$ cat config.mk
export PLATFORM = sky130hd
export DESIGN_NAME = ex_operand_stage
export DESIGN_NICKNAME = d
export VERILOG_FILES = /design/src/rtl/pipe_pkg.sv /design/src/rtl/fwd_mux.sv /design/src/rtl/ex_operand_stage.sv
export SDC_FILE = /design/constraint.sdc
export NUM_CORES = 1
export LEC_CHECK = 0
export CORE_MARGIN = 2
export CORE_UTILIZATION = 37
export CTS_BUF_LIST = sky130_fd_sc_hd__clkbuf_2 sky130_fd_sc_hd__clkbuf_4 sky130_fd_sc_hd__clkbuf_8
export CTS_CLUSTER_DIAMETER = 50
export DETAILED_ROUTE_END_ITERATION = 8
export MAX_ROUTING_LAYER = met4
export PLACE_DENSITY = 0.76
export SLEW_MARGIN = 25
export SYNTH_ARGS = -nofsm -noshare
export SYNTH_HDL_FRONTEND = slang
export SYNTH_SLANG_ARGS = --single-unit
$ cat constraint.sdc
create_clock -name clock -period 7.4 [get_ports clock]
set_input_delay 2.22 -clock clock [delete_from_list [all_inputs] [get_ports clock]]
set_output_delay 2.22 -clock clock [all_outputs]
set_load 0.02 [all_outputs]
$ cat src/rtl/pipe_pkg.sv
// rtl/pipe_pkg.sv - shared widths, ALU opcodes and helpers for the pipelined datapath
package pipe_pkg;

    localparam int DATA_W = 32;
    localparam int REG_W  = 5;
    localparam int IMM_W  = 16;
    localparam int SA_W   = 5;
    localparam int ALUC_W = 4;

    // Link register written by jal
    localparam logic [REG_W-1:0] REG_RA = 5'd31;

    typedef enum logic [ALUC_W-1:0] {
        ALUC_ADD = 4'b0000,
        ALUC_AND = 4'b0001,
        ALUC_XOR = 4'b0010,
        ALUC_SLL = 4'b0011,
        ALUC_SUB = 4'b0100,
        ALUC_OR  = 4'b0101,
        ALUC_LUI = 4'b0110,
        ALUC_SRL = 4'b0111,
        ALUC_SRA = 4'b1111
    } aluc_t;

    // Widen the 16-bit immediate; sign bit is only replicated when sext is set
    function automatic logic [DATA_W-1:0] ext_imm(input logic [IMM_W-1:0] imm, input logic sext);
        return {{(DATA_W-IMM_W){sext & imm[IMM_W-1]}}, imm};
    endfunction

endpackage

$ cat src/rtl/fwd_mux.sv
// rtl/fwd_mux.sv - two-level operand forwarding select (EX/MEM over MEM/WB over register file)
module fwd_mux
    import pipe_pkg::*;
#(
    parameter int DW = DATA_W,
    parameter int RW = REG_W
) (
    input  logic [RW-1:0] src_i,
    input  logic [DW-1:0] reg_i,
    input  logic          m_wreg_i,
    input  logic          m_m2reg_i,
    input  logic [RW-1:0] m_wn_i,
    input  logic [DW-1:0] m_alu_i,
    input  logic          w_wreg_i,
    input  logic [RW-1:0] w_wn_i,
    input  logic [DW-1:0] w_data_i,
    output logic [DW-1:0] val_o
);

    logic src_nz;
    logic hit_mem;
    logic hit_wb;

    // A load in EX/MEM has no data yet, so it never forwards; r0 is hard zero
    always_comb begin
        src_nz  = (src_i != '0);
        hit_mem = m_wreg_i & ~m_m2reg_i & (m_wn_i == src_i) & src_nz;
        hit_wb  = w_wreg_i & (w_wn_i == src_i) & src_nz;
        if (hit_mem) begin
            val_o = m_alu_i;
        end else if (hit_wb) begin
            val_o = w_data_i;
        end else begin
            val_o = reg_i;
        end
    end

endmodule

$ cat src/rtl/ex_operand_stage.sv
// rtl/ex_operand_stage.sv - ID/EX register with EX operand forwarding and load-use detection
module ex_operand_stage
    import pipe_pkg::*;
#(
    parameter int DW = DATA_W,
    parameter int RW = REG_W
) (
    input  logic          clock,
    input  logic          reset,
    input  logic          stall,
    input  logic          flush,
    input  logic          d_valid,
    input  logic [DW-1:0] d_ra,
    input  logic [DW-1:0] d_rb,
    input  logic [15:0]   d_imm,
    input  logic [4:0]    d_sa,
    input  logic [RW-1:0] d_rs,
    input  logic [RW-1:0] d_rt,
    input  logic [RW-1:0] d_wn,
    input  logic [3:0]    d_aluc,
    input  logic          d_wreg,
    input  logic          d_m2reg,
    input  logic          d_wmem,
    input  logic          d_aluimm,
    input  logic          d_shift,
    input  logic          d_sext,
    input  logic          d_jal,
    input  logic [DW-1:0] d_pc4,
    input  logic          m_wreg,
    input  logic          m_m2reg,
    input  logic [RW-1:0] m_wn,
    input  logic [DW-1:0] m_alu,
    input  logic          w_wreg,
    input  logic [RW-1:0] w_wn,
    input  logic [DW-1:0] w_data,
    output logic [DW-1:0] e_alu_a,
    output logic [DW-1:0] e_alu_b,
    output logic [3:0]    e_aluc,
    output logic [DW-1:0] e_store,
    output logic [RW-1:0] e_wn,
    output logic          e_wreg,
    output logic          e_m2reg,
    output logic          e_wmem,
    output logic          e_jal,
    output logic [DW-1:0] e_pc8,
    output logic          e_valid,
    output logic          e_hazard
);

    logic          valid_q,  valid_d;
    logic [DW-1:0] ra_q,     ra_d;
    logic [DW-1:0] rb_q,     rb_d;
    logic [DW-1:0] imm_q,    imm_d;
    logic [4:0]    sa_q,     sa_d;
    logic [RW-1:0] rs_q,     rs_d;
    logic [RW-1:0] rt_q,     rt_d;
    logic [RW-1:0] wn_q,     wn_d;
    logic [3:0]    aluc_q,   aluc_d;
    logic          wreg_q,   wreg_d;
    logic          m2reg_q,  m2reg_d;
    logic          wmem_q,   wmem_d;
    logic          aluimm_q, aluimm_d;
    logic          shift_q,  shift_d;
    logic          jal_q,    jal_d;
    logic [DW-1:0] pc8_q,    pc8_d;

    logic [DW-1:0] fwd_rs;
    logic [DW-1:0] fwd_rt;
    logic          rs_used;
    logic          rt_used;

    // Next-state values: immediate extension, link target and pc+8 are resolved before the register
    always_comb begin
        valid_d  = d_valid;
        ra_d     = d_ra;
        rb_d     = d_rb;
        imm_d    = ext_imm(d_imm, d_sext);
        sa_d     = d_sa;
        rs_d     = d_rs;
        rt_d     = d_rt;
        wn_d     = d_jal ? RW'(REG_RA) : d_wn;
        aluc_d   = d_aluc;
        wreg_d   = d_wreg & d_valid;
        m2reg_d  = d_m2reg & d_valid;
        wmem_d   = d_wmem & d_valid;
        aluimm_d = d_aluimm;
        shift_d  = d_shift;
        jal_d    = d_jal;
        pc8_d    = d_pc4 + DW'(4);
    end

    // ID/EX register: reset and flush both empty the slot, stall holds it
    always_ff @(posedge clock) begin
        if (reset || flush) begin
            valid_q  <= 1'b0;
            ra_q     <= '0;
            rb_q     <= '0;
            imm_q    <= '0;
            sa_q     <= '0;
            rs_q     <= '0;
            rt_q     <= '0;
            wn_q     <= '0;
            aluc_q   <= '0;
            wreg_q   <= 1'b0;
            m2reg_q  <= 1'b0;
            wmem_q   <= 1'b0;
            aluimm_q <= 1'b0;
            shift_q  <= 1'b0;
            jal_q    <= 1'b0;
            pc8_q    <= '0;
        end else if (!stall) begin
            valid_q  <= valid_d;
            ra_q     <= ra_d;
            rb_q     <= rb_d;
            imm_q    <= imm_d;
            sa_q     <= sa_d;
            rs_q     <= rs_d;
            rt_q     <= rt_d;
            wn_q     <= wn_d;
            aluc_q   <= aluc_d;
            wreg_q   <= wreg_d;
            m2reg_q  <= m2reg_d;
            wmem_q   <= wmem_d;
            aluimm_q <= aluimm_d;
            shift_q  <= shift_d;
            jal_q    <= jal_d;
            pc8_q    <= pc8_d;
        end
    end

    fwd_mux #(.DW(DW), .RW(RW)) u_fwd_rs (
        .src_i     (rs_q),
        .reg_i     (ra_q),
        .m_wreg_i  (m_wreg),
        .m_m2reg_i (m_m2reg),
        .m_wn_i    (m_wn),
        .m_alu_i   (m_alu),
        .w_wreg_i  (w_wreg),
        .w_wn_i    (w_wn),
        .w_data_i  (w_data),
        .val_o     (fwd_rs)
    );

    fwd_mux #(.DW(DW), .RW(RW)) u_fwd_rt (
        .src_i     (rt_q),
        .reg_i     (rb_q),
        .m_wreg_i  (m_wreg),
        .m_m2reg_i (m_m2reg),
        .m_wn_i    (m_wn),
        .m_alu_i   (m_alu),
        .w_wreg_i  (w_wreg),
        .w_wn_i    (w_wn),
        .w_data_i  (w_data),
        .val_o     (fwd_rt)
    );

    // Operand select and load-use check; only sources the instruction actually reads can hazard
    always_comb begin
        rs_used  = ~shift_q;
        rt_used  = ~aluimm_q | wmem_q;
        e_alu_a  = shift_q ? {{(DW-5){1'b0}}, sa_q} : fwd_rs;
        e_alu_b  = aluimm_q ? imm_q : fwd_rt;
        e_store  = fwd_rt;
        e_hazard = valid_q & m_m2reg & m_wreg & (m_wn != '0) &
                   (((m_wn == rs_q) & rs_used) | ((m_wn == rt_q) & rt_used));
    end

    assign e_aluc  = aluc_q;
    assign e_wn    = wn_q;
    assign e_wreg  = wreg_q;
    assign e_m2reg = m2reg_q;
    assign e_wmem  = wmem_q;
    assign e_jal   = jal_q;
    assign e_pc8   = pc8_q;
    assign e_valid = valid_q;

endmodule

; ---- Word level (Yosys, flattened, before mapping)
; Cells that the tools add are included.
; W data, S select, Z words.
[word_totals]
reg_bits = 144
output_inout_bits = 143
[op_classes]
add_sub_neg = 1
n_eq_ne = 4
muxes = 7
n_bitwise = 24
reduce_logical = 4
[ops]
columns = cell, count
row1 = $mux W32, 6
row2 = $add A32 B3 Y32 const B, 1
row3 = $eq A5 B5 Y1, 4
row4 = $and A1 B1 Y1, 19
row5 = $reduce_bool A5 Y1, 3
row6 = $mux W5, 1
row7 = $not A1 Y1, 3
row8 = $or A1 B1 Y1, 2
row9 = $logic_or A1 B1 Y1, 1

; ---- Logic depth before layout (Yosys ltp)
; Gate-level depths: netlist (run 1).
[depth]
word_depth = 6
depth_mapped = 8

; ---- By module
; A second synthesis (run 1) with hierarchy kept.
[hier_totals]
cells_unflattened = 941
hier_area_um2 = 8007.7
[modules_own_cells]
columns = module, n_inst, cells_each, area_each_um2, seq_area_each_um2
row1 = ex_operand_stage, 1, 691, 6321.1, 2882.8
row2 = fwd_mux, 2, 125, 843.3, 0.0

; ---- Worst setup path before layout (run 1)
; OpenSTA, ideal clock, no wires.
[synth_path]
kind = input port to output port
start = input w_wn[1]
end = output e_alu_b[22]
arrival_ns = 3.862
required_time_ns = 5.180
setup_slack_ns = 1.318
path_stages = 5
path_buffers = 1
cell_sequence = or2_0 o21ai_4 buf_1 a221oi_1 o31ai_1
[synth_via]
elab_chain_len = 6
[synth_rtl]
columns = item, line
row1 = "start, declared", ex_operand_stage.sv:34  ; input logic [RW-1:0] w_wn,
row2 = $eq A5 B5 Y1, fwd_mux.sv:28  ; hit_wb = w_wreg_i & (w_wn_i == src_i) & src_nz;
row3 = $and A1 B1 Y1 (2 in series), fwd_mux.sv:28
row4 = $mux W32, fwd_mux.sv:31  ; end else if (hit_wb) begin
row5 = $mux W32, fwd_mux.sv:29  ; if (hit_mem) begin
row6 = $mux W32, ex_operand_stage.sv:162  ; e_alu_b = aluimm_q ? imm_q : fwd_rt;
row7 = "end, declared", ex_operand_stage.sv:37  ; output logic [DW-1:0] e_alu_b,
; No other way between the ends.

; ---- Worst setup path in the final report (run 1)
[layout_path]
start = input m_wn[4]
end = output e_alu_b[4]
[layout_via]
elab_chain_len = 5
[layout_rtl]
columns = item, line
row1 = "start, declared", ex_operand_stage.sv:31  ; input logic [RW-1:0] m_wn,
row2 = $eq A5 B5 Y1, fwd_mux.sv:27  ; hit_mem = m_wreg_i & ~m_m2reg_i & (m_wn_i == src_i) & src_nz;
row3 = $and A1 B1 Y1 (2 in series), fwd_mux.sv:27
row4 = $mux W32, fwd_mux.sv:29
row5 = $mux W32, ex_operand_stage.sv:162
; No other way between the ends.

==> results of run 1 <==
synth_stat cells, types with 17 or more instances:
cell	instances	area share [%]
o31ai_1	18	1.7
inv_1	30	1.4
nor2_1	184	8.7
xor2_1	21	2.3
dfxtp_1	144	36
clkbuf_1	42	2.0
nor3_1	25	1.6
o21ai_0	22	1.4
a221oi_1	17	1.9
o2bb2ai_1	27	3.0
a21oi_1	42	2.7
and3_1	19	1.5
mux2i_1	156	20
xnor2_1	23	2.5
a221oi_2	17	3.2
cell type report:
type	count	area [um^2]	area share, %
multi-input cells	661	4600	37.6
diodes	3	7.51	0.0614
well taps	275	344	2.81
clock buffers	18	241	1.97
repair buffers	383	3860	31.5
clock inverters	12	181	1.48
flip-flops and latches	144	2880	23.6
inverters	30	113	0.921
flip-flops by register name (all words and copies together) (netlist names), 4 cells and up:
| signal | count |
|---|---|
| imm_q | 17 |
| e_wn | 5 |
| rs_q | 5 |
| sa_q | 5 |
| e_pc8 | 32 |
| e_aluc | 4 |
| rb_q | 32 |
| ra_q | 32 |
| rt_q | 5 |
cells in the final DEF, fill, tap and decap left out, types with 15 or more instances in the layout:
master | synthesis | routed
o21ai_0 | 22 | 22
and3_1 | 19 | 19
mux2i_1 | 156 | 156
nor3_1 | 25 | 25
a21oi_1 | 42 | 42
nand3_1 | 15 | 15
o2bb2ai_1 | 27 | 27
dfxtp_1 | 144 | 143
xor2_1 | 21 | 21
nor2_1 | 184 | 183
clkdlybuf4s50_1 | 0 | 366
o31ai_1 | 18 | 18
xnor2_1 | 23 | 23
inv_1 | 30 | 30
clkbuf_8 | 0 | 17
a221oi_2 | 17 | 17
a221oi_1 | 17 | 17
worst paths after layout:
kind              startpoint          to  slack, ns
setup reg to reg    aluimm_q    aluimm_q       6.27
setup / recovery     m_wn[4]  e_alu_b[4]       0.24
hold reg to reg    e_pc8[30]   e_pc8[30]       0.49
hold / removal     e_pc8[30]   e_pc8[30]       0.49
where the power goes:
part,leakage [nW],switching [mW],internal [mW],total [mW]
Clock,0.214,0.317,0.371,0.689
Combinational,3.24,0.190,0.228,0.419
Sequential,1.17,0.0192,0.801,0.821
logic make-up (layout without fill, tap and decap cells):
group	after synthesis	after routing	synth area share [%]
multiplexers	156	156	19.7
flip-flops	144	144	36.4
XOR/XNOR	44	44	4.86
other	0	3	0
AND/OR/NAND/NOR	303	303	17.9
buffers and inverters	102	443	5.58
AO/OA/AOI/OAI	157	157	15.4
adder cells (fa/ha/maj)	1	1	0.158
routing by layer:
| layer | global-route usage (%) | up-vias |
|---|---|---|
| met5 | - | - |
| met4 | 8.11 | 0 |
| met3 | 8.18 | 42 |
| met2 | 43.0 | 373 |
| met1 | 29.4 | 3724 |
| li1 | - | 3901 |
critical path: cells and delay by family:
family | cells | cell delay, ns
AO/OA/AOI/OAI | 1 | 0.22
XOR/XNOR | 1 | 0.22
buffers and inverters | 2 | 1.14
AND/OR/NAND/NOR | 3 | 1.14
==> metrics.md, run 1 <==
| Metric | Value |
|---|---|
| Slowest cell on crit path | `nor2_2` |
| # fillers | `1875` |
| Max-cap viol count | `0` |
| Worst IR drop on VDD | `0.181 mV` |
| Vias in the first global route | `7800` |
| Routability cong. | `0.948` |
| Placed Area | `11800 um^2` |
| Post-Syn Area | `7920 um^2` |
| CP cell instances | `clkdlybuf4s50_1 > xor2_1 > nor4_1 > and2_1 > nor2_2 > a221oi_1 > clkdlybuf4s50_1` |
| Share of cells above drive strength 1 | `6.09%` |
| Clock-pin slew on the worst setup and hold paths | `0.08 ns` |
| CP Launch Type | `primary input` |
| Period minus WS final | `7.16 ns` |
| DR WL/cell | `19.3 um` |
| Routed vias | `8040` |
| Layout Cells excl Fill | `1526` |
| Routed WL | `29400 um` |
| Leakage power | `4.63 nW` |
| GRT Total Usage | `25.7%` |
| Final hold vios | `0` |
| Syn nets | `1133` |
| Placement Setup Slack | `0.276 ns` |
| Asr flop ratio synth | `0%` |
| Hold Path Class | `reg -> reg` |
| Top sig layer | `met4` |
| Slew @ Worst Pin | `1.05 ns` |
| Final Cycle Share | `96.7%` |
| Core Area | `21000 um^2` |
| Post-synthesis register bit count | `144` |
| Req. time, crit path | `5.18 ns` |
| Post-cts hold buffer count | `0` |
| Dpl hpwl | `21800 um` |
| R2R cell count | `2` |
| First-pass GRT wire length | `43300 um` |
| Crit Path Max Fanout | `16` |
| Initial core utilization | `37.7%` |
| H-tree Lvls | `4` |
| Clk sink count | `144` |
| FP Rows | `53` |
| Total CTS buffers | `17` |
| Clk_lat worst skew | `0.44 ns` |
| Clk_skew | `0 ns` |
| Crit end category | `output port` |
| Initial antenna violation count | `1` |
| Utilization after layout | `58.2%` |
| Cell mode on critical path | `clkdlybuf4s50_1` |
| Placed insts | `1493` |
| Overall Power | `1.93 mW` |
| Status | `completed` |
| EDFF count, synth | `0` |
| M1 WL | `11600 um` |
| Postcts setup bufs | `0` |
| Remaining DRCs | `0` |
| Mapped Avg Cell Area | `8.73 um^2` |
| Power per cell area | `158 nW/um^2` |
| WL met2 | `14300 um` |
| TNS Setup | `0 ns` |
| Largest net degree at the start of global routing | `77` |
| Unrepaired setup endpoints after global routing | `false` |
| Hold_ws | `0.486 ns` |
| Final setup viols | `0` |
| Met3 wire len | `2780 um` |
| Final cell area excluding filler cells | `12200 um^2` |
| Area grow syn2layout | `54.4%` |
| Post-synthesis cell type count | `46` |
| CP peak stage delay | `0.81 ns` |
| Slew Limit Fails | `0` |
| Synth Warn # | `0` |
| Synth Flop Type | `dfxtp_1` |
| CP Class | `in -> out` |
| Initial drt markers | `391` |
| Sequential share of the synthesized area | `36.4%` |
| Final setup margin | `0.242 ns` |
| CTS root buf | `clkbuf_8` |
| Vias per inst | `5.27` |
| Total grt overflow | `0` |
| CTS max path bufs | `2` |
| Die height | `150 um` |
| # IOs | `368` |
| Nets | `1463` |
| Mapped Cells | `907` |
| Data arrival, critical path | `4.94 ns` |
| Worst slew margin | `30.1%` |
| Die Span X | `150 um` |
| Hold Crit Depth | `2` |
| CTS tree | `done` |
| Antenna viol nets, final | `0` |
| DIE AREA | `22600 um^2` |
| Fmax | `140 MHz` |
| # port buffers | `367` |
| Post-CTS sizing | `0` |
| Drt pass-1 iters | `5` |
Note: power is estimated with default switching activity, not from simulation.
==> run 2: changes to the inputs <==
--- a/config.mk
+++ b/config.mk
@@ -8,7 +8,7 @@
 export CORE_MARGIN = 2
 export CORE_UTILIZATION = 37
 export CTS_BUF_LIST = sky130_fd_sc_hd__clkbuf_2 sky130_fd_sc_hd__clkbuf_4 sky130_fd_sc_hd__clkbuf_8
-export CTS_CLUSTER_DIAMETER = 50
+export CTS_CLUSTER_DIAMETER = 200
 export DETAILED_ROUTE_END_ITERATION = 8
 export MAX_ROUTING_LAYER = met4
 export PLACE_DENSITY = 0.76
==> results of run 2 <==
Final layout, timing and power as in run 1 (identical DEF).
==> run 3: changes to the inputs <==
--- a/config.mk
+++ b/config.mk
@@ -12,7 +12,9 @@
 export DETAILED_ROUTE_END_ITERATION = 8
 export MAX_ROUTING_LAYER = met4
 export PLACE_DENSITY = 0.76
+export SKIP_CTS_REPAIR_TIMING = 1
 export SLEW_MARGIN = 25
 export SYNTH_ARGS = -nofsm -noshare
 export SYNTH_HDL_FRONTEND = slang
+export SYNTH_HIERARCHICAL = 1
 export SYNTH_SLANG_ARGS = --single-unit
==> metrics.md, run 3 <==
| Metric | Value |
|---|---|
| R2R cell count | `3 (+1)` |
| CTS tree | `done` |
| First-pass GRT wire length | `40700 um (-6.1%)` |
| Synth top cells by count | `191 x nor2_1, 168 x mux2i_1, 144 x dfxtp_1` |
| Cell mode on critical path | `clkdlybuf4s50_1` |
| Post-synthesis register bit count | `144 (unchanged)` |
| Final hold vios | `0 (unchanged)` |
| CP cell instances | `clkdlybuf4s50_1 > xnor2_1 > nand4_1 > or3_2 > buf_12 > nor2_1 > a21oi_1 > mux2_2 > clkdlybuf4s50_1` |
| Grt met1 use | `28.1% (-1.3 points)` |
| Met3 usage | `5.54% (-2.6 points)` |
| Status | `completed` |
| Die Span X | `151 um (+0.53%)` |
| Worst slew margin | `32.3% (+2.2 points)` |
| Clock-pin slew on the worst setup and hold paths | `0.07 ns (about the same)` |
| Hold Path Class | `reg -> reg` |
| Period minus WS final | `7.20 ns (+0.0462 ns)` |
| Drt pass-1 iters | `5 (unchanged)` |
| Dpl hpwl | `20600 um (-5.8%)` |
| CP peak stage delay | `0.63 ns (-0.18 ns)` |
| Slew Limit Fails | `0 (unchanged)` |
| Top-count cell post-synth | `nor2_1` |
| Post-synthesis cell type count | `39 (-15%)` |
| Yosys top cell area share | `36.0% (-0.39 points)` |
| Area grow syn2layout | `52.0%` |
| Mapped Cells | `941 (+3.7%)` |
| Layout Cells excl Fill | `1560 (+2.2%)` |
| Crit Reg-Reg Startpoint | `aluimm_q` |
| DR WL/cell | `17.7 um (-8.2%)` |
| Grt peak-use layer | `met2` |
| Clk sink count | `144 (unchanged)` |
| Sequential share of the synthesized area | `36.0% (-0.39 points)` |
| # IOs | `368 (unchanged)` |
| Slowest cell on crit path | `clkdlybuf4s50_1` |
| Die height | `151 um (+0.53%)` |
| Final setup viols | `0 (unchanged)` |
| FP Rows | `53 (unchanged)` |
| Routed WL | `27600 um (-6.1%)` |
| Power per cell area | `151 nW/um^2 (-4.4%)` |
| TNS Setup | `0 ns (unchanged)` |
| Initial core utilization | `37.9% (+0.17 points)` |
| CP Launch Type | `primary input` |
| Routability cong. | `0.935 (-1.4%)` |
| Total grt overflow | `0 (unchanged)` |
| Clk_skew | `0 ns (unchanged)` |
| Met2 usage in global routing | `39.0% (-4.0 points)` |
| Synth Warn # | `6 (+6)` |
| Data arrival, critical path | `4.98 ns (+0.04 ns)` |
| Commonest cells after routing, fill and taps aside | `366 x clkdlybuf4s50_1, 191 x nor2_1, 168 x mux2i_1` |
| Commonest non-fill, non-tap cell in the layout | `clkdlybuf4s50_1` |
| Nets | `1497 (+2.3%)` |
| Worst IR drop on VDD | `0.0959 mV (-47%)` |
| CTS root buf | `clkbuf_8` |
| Initial antenna violation count | `1 (unchanged)` |
| Placed insts | `1527 (+2.3%)` |
| Top cells by area, synth | `dfxtp_1 36%, mux2i_1 21%, nor2_1 9.0%, a21oi_1 4.8%, xnor2_1 3.3%` |
| Routed vias | `8012 (-0.35%)` |
| # port buffers | `367 (unchanged)` |
| Slew @ Worst Pin | `1.01 ns (-0.0415 ns)` |
| EDFF count, synth | `0 (unchanged)` |
| Reg2reg end | `aluimm_q` |
| Hold Crit Depth | `2 (unchanged)` |
| Leakage power | `5.14 nW (+11%)` |
| Synth Flop Type | `dfxtp_1` |
| GRT Total Usage | `23.8% (-2.0 points)` |
| CP Class | `in -> out` |
| Fmax | `139 MHz (-0.64%)` |
| Max-cap viol count | `0 (unchanged)` |
| Vias in the first global route | `7581 (-2.8%)` |
| Min-delay src | `e_pc8[4]` |
| Core Area | `21200 um^2 (+0.63%)` |
| Total CTS buffers | `17 (unchanged)` |
| CTS max path bufs | `2 (unchanged)` |
| Antenna viol nets, final | `0 (unchanged)` |
| Remaining DRCs | `0 (unchanged)` |
| R2R setup slack | `6.18 ns (-0.09 ns)` |
| Share of cells above drive strength 1 | `5.69% (-0.40 points)` |
| Hold EP | `e_pc8[4]` |
| H-tree Lvls | `4 (unchanged)` |
| Cell taking the most area after synthesis | `dfxtp_1` |
| Clk_lat worst skew | `0.45 ns (about the same)` |
| Post-Syn Area | `8010 um^2 (+1.1%)` |
| Mapped Avg Cell Area | `8.51 um^2 (-2.6%)` |
| Vias per inst | `5.14 (-2.5%)` |
| Crit Path Max Fanout | `64 (+48)` |
| Syn nets | `1167 (+3.0%)` |
| Req. time, crit path | `5.18 ns (about the same)` |
| Asr flop ratio synth | `0% (unchanged)` |
| Unrepaired setup endpoints after global routing | `false` |
| DIE AREA | `22800 um^2 (+1.1%)` |
| Largest net degree at the start of global routing | `68 (-12%)` |
| Initial drt markers | `432 (+10%)` |
| Crit end category | `output port` |
| Final Cycle Share | `97.3% (+0.62 points)` |
==> run 3: changes by cell type after synthesis, moves of 11 or more <==
cell / change
a21oi_1: +35
a221oi_1: -17
a221oi_2: -17
and3_1: -16
inv_1: -12
mux2_2: +21
mux2i_1: +12
nor2b_1: +26
nor3_1: -11
o21ai_0: +25
o2bb2ai_1: -27
o31ai_1: -13
==> run 3: worst max path at each step <==
stage | start | end | slack (ns) | cells past startpoint
2_1_floorplan | w_wn[1] | e_alu_b[16] | 1.05 | 9
3_3_place_gp | w_wn[1] | e_alu_b[0] | 0.26 | 9
3_5_place_dp | w_wn[3] | e_alu_b[0] | 0.24 | 9
4_1_cts | w_wn[3] | e_alu_b[0] | 0.23 | 9
5_1_grt | w_wn[3] | e_alu_b[28] | 0.1 | 10
6_report | m_wn[2] | e_alu_b[11] | 0.20 | 9
==> run 3: routing by layer <==
layer	part of all wire (%)	wire length [um]	up-vias
li1	-	-	3954
met2	48	13200	342
met5	0	0	-
met1	42	11500	3658
met3	6.8	1890	58
met4	3.6	993	0
==> run 3: logic make-up after synthesis <==
logic type	Yosys count	share of synthesized area [%]
AOI/OAI and AO/OA	154	10.5
adders and majority gates	1	0.156
DFF	144	36.0
and+or+nand+nor	325	19.2
xor gates and xnor gates	41	4.48
buffers and inverters	87	5.77
muxes	189	24.0
==> run 3: power breakdown <==
group          total (mW)  leakage, nW  internal, mW  switching [mW]
Clock               0.615        0.190         0.289           0.327
Combinational       0.400         3.78         0.224           0.176
Sequential          0.819         1.17         0.802          0.0172
Total                1.83         5.14          1.31           0.519
==> run 3: area by class of cell <==
type / count / area, um^2
diodes: 1 / 2.50
clock buffers: 19 / 262
clock inverters: 13 / 128
fillers: 1908 / 8980
inverters: 19 / 71.3
multi-input cells: 710 / 4670
flip-flops and latches: 144 / 2880
well taps: 275 / 344
repair buffers: 379 / 3810
==> run 3: critical path, delay by kind of cell <==
family                 cells  cell delay, ns
buffers and inverters      3            1.36
AND/OR/NAND/NOR            3            0.81
multiplexers               1            0.28
XOR/XNOR                   1            0.16
AO/OA/AOI/OAI              1            0.10
==> run 3: through the flow <==
stage / cell area (um^2) / utilization [%] / setup slack, ns / power [mW] / hold WS [ns]
3_3_place_gp: 11800 / 55.7 / 0.260 / 1.23 / 0.450
4_1_cts: 12200 / 57.5 / 0.229 / 1.86 / 0.464
2_1_floorplan: 8010 / - / 1.05 / 1.01 / 0.455
5_1_grt: 12200 / 57.5 / 0.0987 / 1.92 / 0.492
3_5_place_dp: 11800 / 55.7 / 0.236 / 1.24 / 0.453
6_report: 12200 / 57.5 / 0.196 / 1.83 / 0.460
